### src/rtl/bricks_pkg.sv
// Shared encodings and field widths for the brick game sequencer,
// display and VGA blocks.
package bricks_pkg;

  localparam int unsigned STATE_W  = 3;
  localparam int unsigned LIVES_W  = 2;
  localparam int unsigned LEVEL_W  = 2;
  localparam int unsigned TICK_W   = 4;
  localparam int unsigned BRICKS_W = 96;

  localparam logic [LEVEL_W-1:0] LEVEL_MAX = '1;

  typedef enum logic [STATE_W-1:0] {
    ST_IDLE  = 3'd0,
    ST_SERVE = 3'd1,
    ST_PLAY  = 3'd2,
    ST_MISS  = 3'd3,
    ST_OVER  = 3'd4,
    ST_WIN   = 3'd5
  } state_t;

endpackage

### src/rtl/game_sequencer_if.sv
// Sequencer bus: game-time strobes and playfield status in, state and
// datapath control pulses out.
//   master : drives tick/start/miss/bricks, observes state and pulses
//   slave  : the sequencer itself
interface game_sequencer_if;

  logic                                tick;
  logic                                start;
  logic                                miss;
  logic [bricks_pkg::BRICKS_W-1:0]     bricks;
  logic [bricks_pkg::STATE_W-1:0]      state;
  logic                                round_init;
  logic                                field_init;
  logic                                step_en;
  logic [bricks_pkg::LIVES_W-1:0]      lives;
  logic [bricks_pkg::LEVEL_W-1:0]      level;

  modport master (
    output tick, start, miss, bricks,
    input  state, round_init, field_init, step_en, lives, level
  );

  modport slave (
    input  tick, start, miss, bricks,
    output state, round_init, field_init, step_en, lives, level
  );

endinterface

### src/rtl/game_sequencer_tick_divider.sv
// Programmable tick divider with clear. Counts enable strobes and flags
// (combinationally) the strobe that completes a group of 'div' strobes.
//   clock, reset : system clock, synchronous active-high reset
//   clr          : restart the count (takes priority over en)
//   en           : tick strobe to count
//   div          : strobes per group, sampled each strobe
//   hit_c        : this strobe completes the group
module tick_divider
  import bricks_pkg::*;
(
  input  logic              clock,
  input  logic              reset,
  input  logic              clr,
  input  logic              en,
  input  logic [TICK_W-1:0] div,
  output logic              hit_c
);

  logic [TICK_W-1:0] cnt_q;
  logic [TICK_W:0]   next_c;

  // One extra bit so a full count of 15 compares cleanly against div.
  assign next_c = {1'b0, cnt_q} + (TICK_W + 1)'(1);
  assign hit_c  = en && (next_c >= {1'b0, div});

  always_ff @(posedge clock) begin
    if (reset || clr) begin
      cnt_q <= '0;
    end else if (en) begin
      cnt_q <= hit_c ? '0 : next_c[TICK_W-1:0];
    end
  end

endmodule

### src/rtl/game_sequencer.sv
// Brick game round/level sequencer: serve, play, miss/win/over banners,
// lives and level bookkeeping, ball step pacing.
//   clock, reset : system clock, synchronous active-high reset
//   bus (slave)  : tick/start/miss/bricks in; state, round_init,
//                  field_init, step_en, lives, level out (all registered)
module game_sequencer
  import bricks_pkg::*;
#(
  parameter int unsigned LIVES_INIT  = 3,
  parameter int unsigned SERVE_TICKS = 4,
  parameter int unsigned OVER_TICKS  = 8,
  parameter int unsigned BASE_DIV    = 4
) (
  input  logic             clock,
  input  logic             reset,
  game_sequencer_if.slave  bus
);

  state_t               state_q, state_d;
  logic [LIVES_W-1:0]   lives_q, lives_d;
  logic [LEVEL_W-1:0]   level_q, level_d;
  logic                 round_init_q, round_init_d;
  logic                 field_init_q, field_init_d;
  logic                 step_en_q, step_en_d;
  logic [TICK_W-1:0]    div_c;
  logic                 hit_c;
  logic                 clr_c;

  // Divider length per state; kept apart from the FSM so hit_c has no
  // path back through the next-state logic.
  always_comb begin
    div_c = TICK_W'(OVER_TICKS);
    if (state_q == ST_SERVE) begin
      div_c = TICK_W'(SERVE_TICKS);
    end else if (state_q == ST_PLAY) begin
      div_c = TICK_W'(BASE_DIV) - TICK_W'(level_q);
    end
  end

  // Shared tick counter: restarts on every state change, so the entry
  // clock's tick is never counted.
  tick_divider u_tick_divider (
    .clock (clock),
    .reset (reset),
    .clr   (clr_c),
    .en    (bus.tick),
    .div   (div_c),
    .hit_c (hit_c)
  );

  // State register and registered outputs.
  always_ff @(posedge clock) begin
    if (reset) begin
      state_q      <= ST_IDLE;
      lives_q      <= '0;
      level_q      <= '0;
      round_init_q <= 1'b0;
      field_init_q <= 1'b0;
      step_en_q    <= 1'b0;
    end else begin
      state_q      <= state_d;
      lives_q      <= lives_d;
      level_q      <= level_d;
      round_init_q <= round_init_d;
      field_init_q <= field_init_d;
      step_en_q    <= step_en_d;
    end
  end

  // Next state and next outputs.
  always_comb begin
    state_d      = state_q;
    lives_d      = lives_q;
    level_d      = level_q;
    round_init_d = 1'b0;
    field_init_d = 1'b0;
    step_en_d    = 1'b0;

    case (state_q)
      ST_IDLE: begin
        if (bus.start) begin
          state_d      = ST_SERVE;
          field_init_d = 1'b1;
          round_init_d = 1'b1;
          lives_d      = LIVES_W'(LIVES_INIT);
          level_d      = '0;
        end
      end
      ST_SERVE: begin
        // Early serve: start beats a coincident tick, same outcome either way.
        if (bus.start || hit_c) begin
          state_d = ST_PLAY;
        end
      end
      ST_PLAY: begin
        // Cleared field outranks a miss; a step never fires on the exit clock.
        if (bus.bricks == '0) begin
          state_d = ST_WIN;
        end else if (bus.miss) begin
          if (lives_q <= LIVES_W'(1)) begin
            lives_d = '0;
            state_d = ST_OVER;
          end else begin
            lives_d = lives_q - LIVES_W'(1);
            state_d = ST_MISS;
          end
        end else if (hit_c) begin
          step_en_d = 1'b1;
        end
      end
      ST_MISS: begin
        if (hit_c) begin
          state_d      = ST_SERVE;
          round_init_d = 1'b1;
        end
      end
      ST_WIN: begin
        if (hit_c) begin
          if (level_q != LEVEL_MAX) begin
            level_d      = level_q + LEVEL_W'(1);
            field_init_d = 1'b1;
            round_init_d = 1'b1;
            state_d      = ST_SERVE;
          end else begin
            state_d = ST_OVER;
          end
        end
      end
      ST_OVER: begin
        if (hit_c) begin
          state_d = ST_IDLE;
        end
      end
      default: begin
        state_d = ST_IDLE;
      end
    endcase

    clr_c = (state_d != state_q);
  end

  assign bus.state      = state_q;
  assign bus.lives      = lives_q;
  assign bus.level      = level_q;
  assign bus.round_init = round_init_q;
  assign bus.field_init = field_init_q;
  assign bus.step_en    = step_en_q;

endmodule

### src/flat_wrapper.sv
// flat-port wrapper written by rule: the top's interface ports become plain ports
module game_sequencer_flat import bricks_pkg::*;
#(
  parameter int unsigned LIVES_INIT  = 3,
  parameter int unsigned SERVE_TICKS = 4,
  parameter int unsigned OVER_TICKS  = 8,
  parameter int unsigned BASE_DIV    = 4
)
  (clock, reset, bus_tick, bus_start, bus_miss, bus_bricks, bus_state, bus_round_init, bus_field_init, bus_step_en, bus_lives, bus_level);
  game_sequencer_if bus_i ();
  input  logic clock;
  input  logic reset;
  input wire logic [$bits(bus_i.tick)-1:0] bus_tick;
  input wire logic [$bits(bus_i.start)-1:0] bus_start;
  input wire logic [$bits(bus_i.miss)-1:0] bus_miss;
  input wire logic [$bits(bus_i.bricks)-1:0] bus_bricks;
  output wire logic [$bits(bus_i.state)-1:0] bus_state;
  output wire logic [$bits(bus_i.round_init)-1:0] bus_round_init;
  output wire logic [$bits(bus_i.field_init)-1:0] bus_field_init;
  output wire logic [$bits(bus_i.step_en)-1:0] bus_step_en;
  output wire logic [$bits(bus_i.lives)-1:0] bus_lives;
  output wire logic [$bits(bus_i.level)-1:0] bus_level;
  assign bus_i.tick = bus_tick;
  assign bus_i.start = bus_start;
  assign bus_i.miss = bus_miss;
  assign bus_i.bricks = bus_bricks;
  assign bus_state = bus_i.state;
  assign bus_round_init = bus_i.round_init;
  assign bus_field_init = bus_i.field_init;
  assign bus_step_en = bus_i.step_en;
  assign bus_lives = bus_i.lives;
  assign bus_level = bus_i.level;
  game_sequencer #(.LIVES_INIT(LIVES_INIT), .SERVE_TICKS(SERVE_TICKS), .OVER_TICKS(OVER_TICKS), .BASE_DIV(BASE_DIV)) u_core (.clock(clock), .reset(reset), .bus(bus_i));
endmodule
### config.mk
export PLATFORM = sky130hd
export DESIGN_NAME = game_sequencer_flat
export DESIGN_NICKNAME = d
export VERILOG_FILES = /design/src/rtl/bricks_pkg.sv /design/src/rtl/game_sequencer_if.sv /design/src/rtl/game_sequencer_tick_divider.sv /design/src/rtl/game_sequencer.sv /design/src/flat_wrapper.sv
export SDC_FILE = /design/constraint.sdc
export NUM_CORES = 1
export LEC_CHECK = 0
export CORE_MARGIN = 2
export CORE_UTILIZATION = 34
export CTS_BUF_LIST = sky130_fd_sc_hd__clkbuf_8
export DETAILED_ROUTE_END_ITERATION = 12
export GPL_TIMING_DRIVEN = 0
export PLACE_DENSITY = 0.95
export SYNTH_ARGS = -nofsm -noshare
export SYNTH_HDL_FRONTEND = slang
export SYNTH_SLANG_ARGS = --single-unit
### constraint.sdc
create_clock -name clock -period 4.45 [get_ports clock]
set_clock_uncertainty 0.15 [all_clocks]
set_input_delay 0.6675 -clock clock [delete_from_list [all_inputs] [get_ports clock]]
set_output_delay 0.6675 -clock clock [all_outputs]
set_load 0.01 [all_outputs]
==> impl_results.html, run 1 <==
<table>
<tr><th>Metric</th><th>Value</th></tr>
<tr><th colspan="2">STA</th></tr>
<tr><td>Unrepaired setup endpoints after global routing</td><td>no</td></tr>
<tr><td>Worst-Margin Slew</td><td>456.7 ps</td></tr>
<tr><td>Setup ws final</td><td>1536 ps</td></tr>
<tr><td>Final setup violation count</td><td>0</td></tr>
<tr><td>Max-Slew Margin vs Limit</td><td>between 60% and 70%</td></tr>
<tr><td>Period Utilization, post-route</td><td>between 60% and 70%</td></tr>
<tr><td>Max Clock Freq</td><td>approximately 0.34 GHz</td></tr>
<tr><td>Post-Route Setup TNS</td><td>0 ps</td></tr>
<tr><td>Slew Limit Fails</td><td>0</td></tr>
<tr><td>Number of hold violations in the final report</td><td>0</td></tr>
<tr><td>Minimum clock period</td><td>2914 ps</td></tr>
<tr><td>Hold Worst Slack</td><td>375.9 ps</td></tr>
<tr><th colspan="2">Detailed routing</th></tr>
<tr><td>Routed wirelength normalized by instance count</td><td>roughly 16 um</td></tr>
<tr><td>Total number of vias</td><td>1679</td></tr>
<tr><td>Iteration-0 DRC count of the detailed router</td><td>64</td></tr>
<tr><td>Number of vias per cell</td><td>5.399</td></tr>
<tr><td>DRT Wirelength</td><td>4995 um</td></tr>
<tr><td>DRC violation count after routing</td><td>0</td></tr>
<tr><td>Number of search-and-repair iterations in the first detailed-routing pass</td><td>4</td></tr>
<tr><td>Number of nets with antenna violations after detailed routing</td><td>0</td></tr>
<tr><th colspan="2">Pwr</th></tr>
<tr><td>Internal portion of total power</td><td>about 0.34 mW</td></tr>
<tr><td>Sequential share of power</td><td>29.5%</td></tr>
<tr><td>Peak ir drop on the vdd network</td><td>approximately 0.18 mV</td></tr>
<tr><td>Combinational share of power</td><td>49.8%</td></tr>
<tr><td>Cell leakage power</td><td>0.8281 nW</td></tr>
<tr><td>Sw Ratio</td><td>33.02%</td></tr>
<tr><td>Total net switching power</td><td>0.1672 mW</td></tr>
<tr><td>Pwr Density</td><td>210.3 mW/mm2</td></tr>
<tr><td>Share of power burned in the clock network</td><td>around 20%</td></tr>
<tr><th colspan="2">Floorplanning</th></tr>
<tr><td>Die Ht</td><td>63.62 um</td></tr>
<tr><td>Horiz. Die Dim</td><td>63.62 um</td></tr>
<tr><td>Area enclosed by the die boundary</td><td>0.004048 mm2</td></tr>
<tr><td>Starting utilization of the core area</td><td>35.94%</td></tr>
<tr><td>Number of top-level design ports</td><td>about 110</td></tr>
<tr><td>Row Count</td><td>21</td></tr>
<tr><td>Area of the core region</td><td>0.003363 mm2</td></tr>
<tr><th colspan="2">Logic synthesis</th></tr>
<tr><td>Main synth FF type</td><td>sky130_fd_sc_hd__dfxtp_1</td></tr>
<tr><td>Mean cell area of the mapped netlist</td><td>7.952 um2</td></tr>
<tr><td>Proportion of synthesized flip-flops having asynchronous set or reset</td><td>0%</td></tr>
<tr><td>Number of nets produced by synthesis</td><td>between 200 and 300</td></tr>
<tr><td>Cell variety after synth</td><td>47</td></tr>
<tr><td>Sequential element share of the synthesized area</td><td>23.19%</td></tr>
<tr><td>Number of enable-type register cells in the synthesized netlist</td><td>0</td></tr>
<tr><td>Syn Inst Count</td><td>152</td></tr>
<tr><td>Cell area after technology mapping</td><td>0.001209 mm2</td></tr>
<tr><td>Number of register bits inferred by synthesis</td><td>14</td></tr>
<tr><td>Count of yosys warnings during synthesis</td><td>0</td></tr>
<tr><th colspan="2">Clock network</th></tr>
<tr><td>Clock Latency Late Sink</td><td>~240 ps</td></tr>
<tr><td>Post-CTS sizing</td><td>0</td></tr>
<tr><td>Maximum clock path buffer count</td><td>2</td></tr>
<tr><td>Post-CTS repair timing setup buffer count</td><td>0</td></tr>
<tr><td># hold bufs at CTS</td><td>0</td></tr>
<tr><td>Clock tree from TritonCTS</td><td>built</td></tr>
<tr><td>Number of clock sinks</td><td>14</td></tr>
<tr><td>Number of CTS-inserted buffers</td><td>3</td></tr>
<tr><td>H-tree lvl count</td><td>1</td></tr>
<tr><td>Clock input transition at the sequential cells of the worst setup and hold paths</td><td>60 ps</td></tr>
<tr><td>Master cell of the clock root buffer</td><td>sky130_fd_sc_hd__clkbuf_8</td></tr>
<tr><th colspan="2">Finish</th></tr>
<tr><td>Register area</td><td>280.3 um2</td></tr>
<tr><td>Net count of the finished layout</td><td>around 380</td></tr>
<tr><td>Number of diodes added for antenna fixing</td><td>0</td></tr>
<tr><td>Utilization after layout</td><td>71.61%</td></tr>
<tr><td>Multi-input combinational cell area</td><td>slightly below 900 um2</td></tr>
<tr><td>Filler cells</td><td>277</td></tr>
<tr><td>Share of final-layout standard cells stronger than drive strength 1</td><td>approximately 6.4%</td></tr>
<tr><td>Area growth, synth to finish</td><td>99.28%</td></tr>
<tr><th colspan="2">Place</th></tr>
<tr><td>Final Wtd Congestion</td><td>0.8620</td></tr>
<tr><td># port buffers</td><td>110</td></tr>
<tr><td>Placed wire-length estimate after detailed placement</td><td>4322 um</td></tr>
<tr><td>Worst setup slack after placement</td><td>1611 ps</td></tr>
<tr><th colspan="2">Setup path</th></tr>
<tr><td>Register-to-register setup slack</td><td>1540 ps</td></tr>
<tr><td>Startpoint Class</td><td>flop</td></tr>
<tr><td>Data required time at the worst endpoint</td><td>between 4000 and 5000 ps</td></tr>
<tr><td>Worst setup endpoint</td><td>u_core.bus.state[0]$_SDFF_PP0_</td></tr>
<tr><td>FF-to-FF End</td><td>u_core.bus.state[0]$_SDFF_PP0_</td></tr>
<tr><td>Startpoint of the most critical setup path</td><td>u_core.bus.state[1]$_SDFF_PP0_</td></tr>
<tr><td>Start-to-end type of the worst setup path</td><td>flop to flop</td></tr>
<tr><td>Largest fanout on the critical path</td><td>10</td></tr>
<tr><td>Arr. time, crit path</td><td>around 2900 ps</td></tr>
<tr><td>R2r startpoint</td><td>u_core.bus.state[1]$_SDFF_PP0_</td></tr>
<tr><td>CP Capture Type</td><td>flop</td></tr>
<tr><td>Worst r2r path cells</td><td>10</td></tr>
<tr><th colspan="2">Job</th></tr>
<tr><td>Max-cap viol count</td><td>0</td></tr>
<tr><th colspan="2">Global route</th></tr>
<tr><td>Via count of the first global-routing pass</td><td>1756</td></tr>
<tr><td>Overall global routing resource usage</td><td>25.12%</td></tr>
<tr><td>Number of antenna violations at the first check in global routing</td><td>0</td></tr>
<tr><td>Largest net degree at the start of global routing</td><td>11</td></tr>
<tr><td>Congestion Overflow GR</td><td>0</td></tr>
<tr><td>First-pass GRT wire length</td><td>7941 um</td></tr>
<tr><th colspan="2">Worst hold path</th></tr>
<tr><td>Worst hold path type</td><td>flop to flop</td></tr>
<tr><th colspan="2">Status</th></tr>
<tr><td>Outcome</td><td>completed</td></tr>
</table>
cells in the mapped netlist (2+ instances only):
| cell type | instances | area (um2) |
|---|---|---|
| sky130_fd_sc_hd__nor2_1 | 10 | 37.54 |
| sky130_fd_sc_hd__nand2_1 | 11 | 41.29 |
| sky130_fd_sc_hd__nor4_1 | 23 | 143.9 |
| sky130_fd_sc_hd__a21o_2 | 2 | 17.52 |
| sky130_fd_sc_hd__inv_1 | 8 | 30.03 |
| sky130_fd_sc_hd__ha_1 | 7 | 87.58 |
| sky130_fd_sc_hd__dfxtp_1 | 14 | 280.3 |
| sky130_fd_sc_hd__nor4_2 | 2 | 25.02 |
| sky130_fd_sc_hd__or3_1 | 2 | 12.51 |
| sky130_fd_sc_hd__a31oi_1 | 5 | 31.28 |
| sky130_fd_sc_hd__o21ai_1 | 2 | 10.01 |
| sky130_fd_sc_hd__nor2b_1 | 3 | 18.77 |
| sky130_fd_sc_hd__nand2b_1 | 3 | 18.77 |
| sky130_fd_sc_hd__o21ai_0 | 3 | 15.01 |
| sky130_fd_sc_hd__o2111ai_1 | 2 | 17.52 |
| sky130_fd_sc_hd__a21oi_1 | 10 | 50.05 |
| sky130_fd_sc_hd__a211oi_1 | 4 | 30.03 |
| sky130_fd_sc_hd__clkbuf_1 | 5 | 18.77 |
| sky130_fd_sc_hd__o311ai_0 | 2 | 17.52 |
| sky130_fd_sc_hd__nand4_1 | 6 | 37.54 |
| sky130_fd_sc_hd__nand3_1 | 2 | 10.01 |
cell type report:
cell class	instances	area share [%]
Inverter	9	1.403
Clock buffer	3	1.714
Buffer	5	0.7792
Timing Repair Buffer	110	45.71
Sequential cell	14	11.64
Multi-Input combinational cell	124	36.36
Tap cell	46	2.390
state kept, by name, summed over array words and instances (netlist names):
signal / cells
u_core.u_tick_divider.cnt_q: 4
u_core.bus.state: 3
u_core.bus.level: 2
u_core.bus.lives: 2
u_core.bus.field_init: 1
u_core.bus.round_init: 1
u_core.bus.step_en: 1
layer usage:
layer | GRT usage, % | share of wire [%] | up-vias
met5 | 0 | 0 | -
met1 | 26.66 | 38 | 760
met4 | 4.620 | 1.3 | 0
met3 | 6.964 | 7.6 | 6
li1 | - | - | 828
met2 | 48.95 | 53 | 85
worst min path at each step:
stage,from,end,slack (ps),cells after the start
after detailed placement,u_core.bus.level[0]$_SDFFE_PP0P_,u_core.bus.level[0]$_SDFFE_PP0P_,370,1
after CTS,u_core.bus.level[0]$_SDFFE_PP0P_,u_core.bus.level[0]$_SDFFE_PP0P_,380,1
final,u_core.bus.level[0]$_SDFFE_PP0P_,u_core.bus.level[0]$_SDFFE_PP0P_,380,1
after global routing,u_core.bus.level[1]$_SDFFE_PP0P_,u_core.bus.level[1]$_SDFFE_PP0P_,420,2
after floorplan,u_core.bus.level[0]$_SDFFE_PP0P_,u_core.bus.level[0]$_SDFFE_PP0P_,380,1
after global placement,u_core.bus.level[0]$_SDFFE_PP0P_,u_core.bus.level[0]$_SDFFE_PP0P_,350,1
power groups by stage:
stage / Sequential (mW) / Clock [mW] / Combinational (mW)
6_report: 0.150 / 0.105 / 0.252
5_1_grt: 0.151 / 0.110 / 0.270
4_1_cts: 0.149 / 0.104 / 0.250
3_5_place_dp: 0.151 / 0 / 0.246
3_3_place_gp: 0.151 / 0 / 0.238
2_1_floorplan: 0.154 / 0 / 0.108
per-stage QoR:
step | instance area, um2 | power (mW) | cells
after floorplan | 1209 | 0.2620 | 152
after global placement | 2367 | 0.3895 | 308
after detailed placement | 2367 | 0.3975 | 308
after CTS | 2409 | 0.5033 | 311
after global routing | 2409 | 0.5312 | 311
final | 2409 | 0.5065 | 311
critical path: stages (launching register included):
cell	delay (ps)
sky130_fd_sc_hd__dfxtp_1	410
sky130_fd_sc_hd__clkbuf_1	360
sky130_fd_sc_hd__nand2_1	200
sky130_fd_sc_hd__nor2_1	150
sky130_fd_sc_hd__ha_1	240
sky130_fd_sc_hd__nand2b_1	150
sky130_fd_sc_hd__a21o_1	210
sky130_fd_sc_hd__a21o_2	280
sky130_fd_sc_hd__a21oi_4	240
sky130_fd_sc_hd__a21oi_1	110
sky130_fd_sc_hd__o311ai_1	290
kinds of logic after synthesis:
group	count (synthesis)	synth area share, %
AOI/OAI and AO/OA	43	28.78
muxes	1	0.8282
xor gates and xnor gates	2	1.450
and+or+nand+nor	71	34.16
buffers and inverters	14	4.348
adders and majority gates	7	7.246
DFF	14	23.19
layout by cell type, fill, tap and decap left out, types with 4 or more instances in the layout:
| master | synthesis | final |
|---|---|---|
| sky130_fd_sc_hd__nand4_1 | 6 | 6 |
| sky130_fd_sc_hd__ha_1 | 7 | 7 |
| sky130_fd_sc_hd__a211oi_1 | 4 | 4 |
| sky130_fd_sc_hd__clkbuf_1 | 5 | 5 |
| sky130_fd_sc_hd__dfxtp_1 | 14 | 14 |
| sky130_fd_sc_hd__inv_1 | 8 | 8 |
| sky130_fd_sc_hd__a21oi_1 | 10 | 10 |
| sky130_fd_sc_hd__a31oi_1 | 5 | 5 |
| sky130_fd_sc_hd__clkdlybuf4s50_1 | 0 | 110 |
| sky130_fd_sc_hd__nand2_1 | 11 | 11 |
| sky130_fd_sc_hd__nor4_1 | 23 | 23 |
| sky130_fd_sc_hd__nor2_1 | 10 | 10 |
No activity file was read; power rests on OpenSTA's default activity.
==> inputs of run 2 (changes only) <==
--- a/config.mk
+++ b/config.mk
@@ -6,11 +6,11 @@
 export NUM_CORES = 1
 export LEC_CHECK = 0
 export CORE_MARGIN = 2
-export CORE_UTILIZATION = 34
+export CORE_UTILIZATION = 29
 export CTS_BUF_LIST = sky130_fd_sc_hd__clkbuf_8
 export DETAILED_ROUTE_END_ITERATION = 12
 export GPL_TIMING_DRIVEN = 0
-export PLACE_DENSITY = 0.95
+export PLACE_DENSITY = 0.9
 export SYNTH_ARGS = -nofsm -noshare
 export SYNTH_HDL_FRONTEND = slang
 export SYNTH_SLANG_ARGS = --single-unit
==> constraint.sdc (replaced) <==
create_clock -name clock -period 2.4 [get_ports clock]
set_clock_uncertainty 0.15 [all_clocks]
set_input_delay 0.36 -clock clock [delete_from_list [all_inputs] [get_ports clock]]
set_output_delay 0.36 -clock clock [all_outputs]
set_load 0.01 [all_outputs]
==> run 2 against run 1 <==
The flow now finishes with violations (negative setup slack). Count of clock-buffer cells in the layout is 1 higher. Register-to-register slack worse by 1600 ps. Highest routed layer unchanged. Sequential share of layout area down 0.46 points. Via count increased by 6.1%. Sequential power grew 97%. Critical path depth unchanged. Non-clock buffer count rose by 7. Critical path type unchanged. Cell count up 4.2%. First-iteration DRC count up 120%. Clock power is 120% higher.
==> impl_results.html, run 2 (synthesis results as in run 1) <==
<table>
<tr><th>Metric</th><th>Value</th></tr>
<tr><th colspan="2">Status</th></tr>
<tr><td>Outcome</td><td>finished, violations left</td></tr>
<tr><td>Violated checks</td><td>negative setup slack</td></tr>
<tr><th colspan="2">Place</th></tr>
<tr><td>Cell area after placement</td><td>0.002380 mm2 (+0.53%)</td></tr>
<tr><td># port buffers</td><td>110 (unchanged)</td></tr>
<tr><td>Final Wtd Congestion</td><td>0.8512 (-1.3%)</td></tr>
<tr><td>Placed Instances</td><td>312 (+1.3%)</td></tr>
<tr><td>Placed wire-length estimate after detailed placement</td><td>4110 um (-4.9%)</td></tr>
<tr><td>Worst setup slack after placement</td><td>-212.7 ps (-1824 ps)</td></tr>
<tr><th colspan="2">STA</th></tr>
<tr><td>Number of hold violations in the final report</td><td>0 (unchanged)</td></tr>
<tr><td>Worst-Margin Slew</td><td>640.6 ps (+183.9 ps)</td></tr>
<tr><td>Final setup violation count</td><td>4 (+4)</td></tr>
<tr><td>Minimum clock period</td><td>2474 ps (-440.0 ps)</td></tr>
<tr><td>Slew Limit Fails</td><td>0 (unchanged)</td></tr>
<tr><td>Max Clock Freq</td><td>0.4042 GHz (+18%)</td></tr>
<tr><td>Unrepaired setup endpoints after global routing</td><td>yes</td></tr>
<tr><td>Period Utilization, post-route</td><td>103.1% (+38 points)</td></tr>
<tr><td>Max-Slew Margin vs Limit</td><td>57.30% (-12 points)</td></tr>
<tr><td>Setup ws final</td><td>-73.77 ps (-1610 ps)</td></tr>
<tr><td>Post-Route Setup TNS</td><td>-238.4 ps (-238.4 ps)</td></tr>
<tr><th colspan="2">Setup path</th></tr>
<tr><td>Largest fanout on the critical path</td><td>7 (-3)</td></tr>
<tr><td>Arr. time, crit path</td><td>2490 ps (-410 ps)</td></tr>
<tr><td>Startpoint Class</td><td>flop</td></tr>
<tr><td>CP Capture Type</td><td>flop</td></tr>
<tr><td>Data required time at the worst endpoint</td><td>2410 ps (-2020 ps)</td></tr>
<tr><td>Start-to-end type of the worst setup path</td><td>flop to flop</td></tr>
<tr><th colspan="2">Detailed routing</th></tr>
<tr><td>Total number of vias</td><td>1781 (+6.1%)</td></tr>
<tr><td>DRC violation count after routing</td><td>0 (unchanged)</td></tr>
<tr><td>DRT Wirelength</td><td>5423 um (+8.6%)</td></tr>
<tr><td>Number of nets with antenna violations after detailed routing</td><td>0 (unchanged)</td></tr>
<tr><td>Routed wirelength normalized by instance count</td><td>16.74 um (+4.2%)</td></tr>
<tr><td>Number of vias per cell</td><td>5.497 (+1.8%)</td></tr>
<tr><td>Number of search-and-repair iterations in the first detailed-routing pass</td><td>4 (unchanged)</td></tr>
<tr><td>Iteration-0 DRC count of the detailed router</td><td>140 (+120%)</td></tr>
<tr><th colspan="2">Global route</th></tr>
<tr><td>Congestion Overflow GR</td><td>0 (unchanged)</td></tr>
<tr><td>Largest net degree at the start of global routing</td><td>13 (+2)</td></tr>
<tr><td>Overall global routing resource usage</td><td>22.83% (-2.3 points)</td></tr>
<tr><td>Number of antenna violations at the first check in global routing</td><td>0 (unchanged)</td></tr>
<tr><td>Via count of the first global-routing pass</td><td>1761 (+0.28%)</td></tr>
<tr><td>First-pass GRT wire length</td><td>8114 um (+2.2%)</td></tr>
<tr><th colspan="2">Clock network</th></tr>
<tr><td>H-tree lvl count</td><td>1 (unchanged)</td></tr>
<tr><td>Number of CTS-inserted buffers</td><td>3 (unchanged)</td></tr>
<tr><td>Clock Latency Late Sink</td><td>250 ps (about the same)</td></tr>
<tr><td># hold bufs at CTS</td><td>0 (unchanged)</td></tr>
<tr><td>Number of clock sinks</td><td>14 (unchanged)</td></tr>
<tr><td>Maximum clock path buffer count</td><td>2 (unchanged)</td></tr>
<tr><td>Master cell of the clock root buffer</td><td>sky130_fd_sc_hd__clkbuf_8</td></tr>
<tr><td>Clock tree from TritonCTS</td><td>built</td></tr>
<tr><td>Clock input transition at the sequential cells of the worst setup and hold paths</td><td>60 ps (about the same)</td></tr>
<tr><th colspan="2">Floorplanning</th></tr>
<tr><td>Die Ht</td><td>68.56 um (+7.8%)</td></tr>
<tr><td>Number of top-level design ports</td><td>111 (unchanged)</td></tr>
<tr><td>Area of the core region</td><td>0.004000 mm2 (+19%)</td></tr>
<tr><td>Starting utilization of the core area</td><td>30.22% (-5.7 points)</td></tr>
<tr><td>Row Count</td><td>23 (+9.5%)</td></tr>
<tr><td>Horiz. Die Dim</td><td>68.56 um (+7.8%)</td></tr>
<tr><td>Area enclosed by the die boundary</td><td>0.004700 mm2 (+16%)</td></tr>
<tr><th colspan="2">Finish</th></tr>
<tr><td>Net count of the finished layout</td><td>383 (+2.1%)</td></tr>
<tr><td>Reg with most FFs</td><td>u_core.u_tick_divider.cnt_q</td></tr>
<tr><td>Final instance count without filler cells</td><td>324 (+4.2%)</td></tr>
<tr><td>Number of diodes added for antenna fixing</td><td>0 (unchanged)</td></tr>
<tr><td>Commonest non-fill, non-tap cell in the layout</td><td>sky130_fd_sc_hd__clkdlybuf4s50_1</td></tr>
<tr><td>Register area</td><td>295.3 um2 (+5.4%)</td></tr>
<tr><td>Share of final-layout standard cells stronger than drive strength 1</td><td>17.52% (+11 points)</td></tr>
<tr><td>Flip-flop count of the largest register after layout</td><td>4 (unchanged)</td></tr>
<tr><td>Multi-input combinational cell area</td><td>0.001011 mm2 (+15%)</td></tr>
<tr><td>Final design area excluding fillers</td><td>0.002641 mm2 (+9.7%)</td></tr>
<tr><td>Area growth, synth to finish</td><td>118.5%</td></tr>
<tr><td>Most frequent cells in the layout</td><td>110 x sky130_fd_sc_hd__clkdlybuf4s50_1, 23 x sky130_fd_sc_hd__nor4_1, 10 x sky130_fd_sc_hd__nand2_1, 10 x sky130_fd_sc_hd__a21oi_1, 9 x sky130_fd_sc_hd__nor2_1</td></tr>
<tr><td>Filler cells</td><td>304 (+9.7%)</td></tr>
<tr><th colspan="2">Pwr</th></tr>
<tr><td>Total design power</td><td>1.083 mW (+110%)</td></tr>
<tr><td>Cell leakage power</td><td>0.9061 nW (+9.4%)</td></tr>
<tr><td>Peak ir drop on the vdd network</td><td>0.2351 mV (+34%)</td></tr>
<tr><td>Pwr Density</td><td>410.1 mW/mm2 (+95%)</td></tr>
<tr><th colspan="2">Worst hold path</th></tr>
<tr><td>Worst hold path type</td><td>flop to flop</td></tr>
<tr><th colspan="2">Job</th></tr>
<tr><td>Max-cap viol count</td><td>0 (unchanged)</td></tr>
</table>
run 2: cell count changes in the layout (fill, tap and decap cells not counted), sizes merged:
cell | before | now
a31oi | 6 | 7
buf | 0 | 9
clkbuf | 8 | 7
run 2: through the flow:
stage          hold slack, ps  utilization, %
3_3_place_gp            348.3           59.49
6_report                325.9           66.03
2_1_floorplan           286.7               -
5_1_grt                 342.4           66.03
4_1_cts                 308.9           62.00
3_5_place_dp            348.7           59.49
run 2: cell type report:
class                           instances  area share (%)
Timing Repair Buffer                  119           44.39
Multi-Input combinational cell        125           38.28
Sequential cell                        14           11.18
Tap cell                               50           2.369
Clock buffer                            4           2.084
Inverter                                9           1.279
Buffer                                  3          0.4263
run 2: worst paths after layout:
path	from	endpoint	slack [ps]	depth (start not counted)
worst min register to register	u_core.bus.level[0]$_SDFFE_PP0P_	u_core.bus.level[0]$_SDFFE_PP0P_	330	1
worst max register to register	u_core.bus.state[0]$_SDFF_PP0_	u_core.u_tick_divider.cnt_q[0]$_SDFFE_PP0P_	-70	10
worst min-delay path	u_core.bus.level[0]$_SDFFE_PP0P_	u_core.bus.level[0]$_SDFFE_PP0P_	330	1
worst max-delay path	u_core.bus.state[0]$_SDFF_PP0_	u_core.u_tick_divider.cnt_q[0]$_SDFFE_PP0P_	-70	10
run 2: power by group:
group	internal [mW]	leakage [nW]	switching, mW	total (mW)
combinational	0.316	0.759	0.237	0.553
clock	0.146	0.0288	0.0902	0.236
sequential	0.257	0.118	0.0373	0.295
run 2: timing repair:
item	CTS	global route
buffers inserted	0	9
gates cloned	1	0
setup endpoints to repair	12	11
resized for setup	11	20
pin swaps	3	9
run 2: metal layers:
layer / up-vias / wire length, um / GRT usage, % / part of all wire [%]
met5: - / 0 / 0 / 0
met3: 11 / 407 / 3.571 / 7.5
met4: 0 / 65 / 5.750 / 1.2
met1: 813 / 2069 / 27.21 / 38
met2: 105 / 2881 / 42.19 / 53
li1: 852 / - / - / -
run 2: critical path, stage by stage, from the launching register on:
cell	delay, ps
sky130_fd_sc_hd__dfxtp_4	380
sky130_fd_sc_hd__nor2_4	150
sky130_fd_sc_hd__nand2_2	80
sky130_fd_sc_hd__nor2_1	120
sky130_fd_sc_hd__ha_1	240
sky130_fd_sc_hd__nand2b_4	130
sky130_fd_sc_hd__a21o_1	160
sky130_fd_sc_hd__a21o_4	240
sky130_fd_sc_hd__a21oi_4	290
sky130_fd_sc_hd__o21ai_1	220
sky130_fd_sc_hd__a211oi_1	230
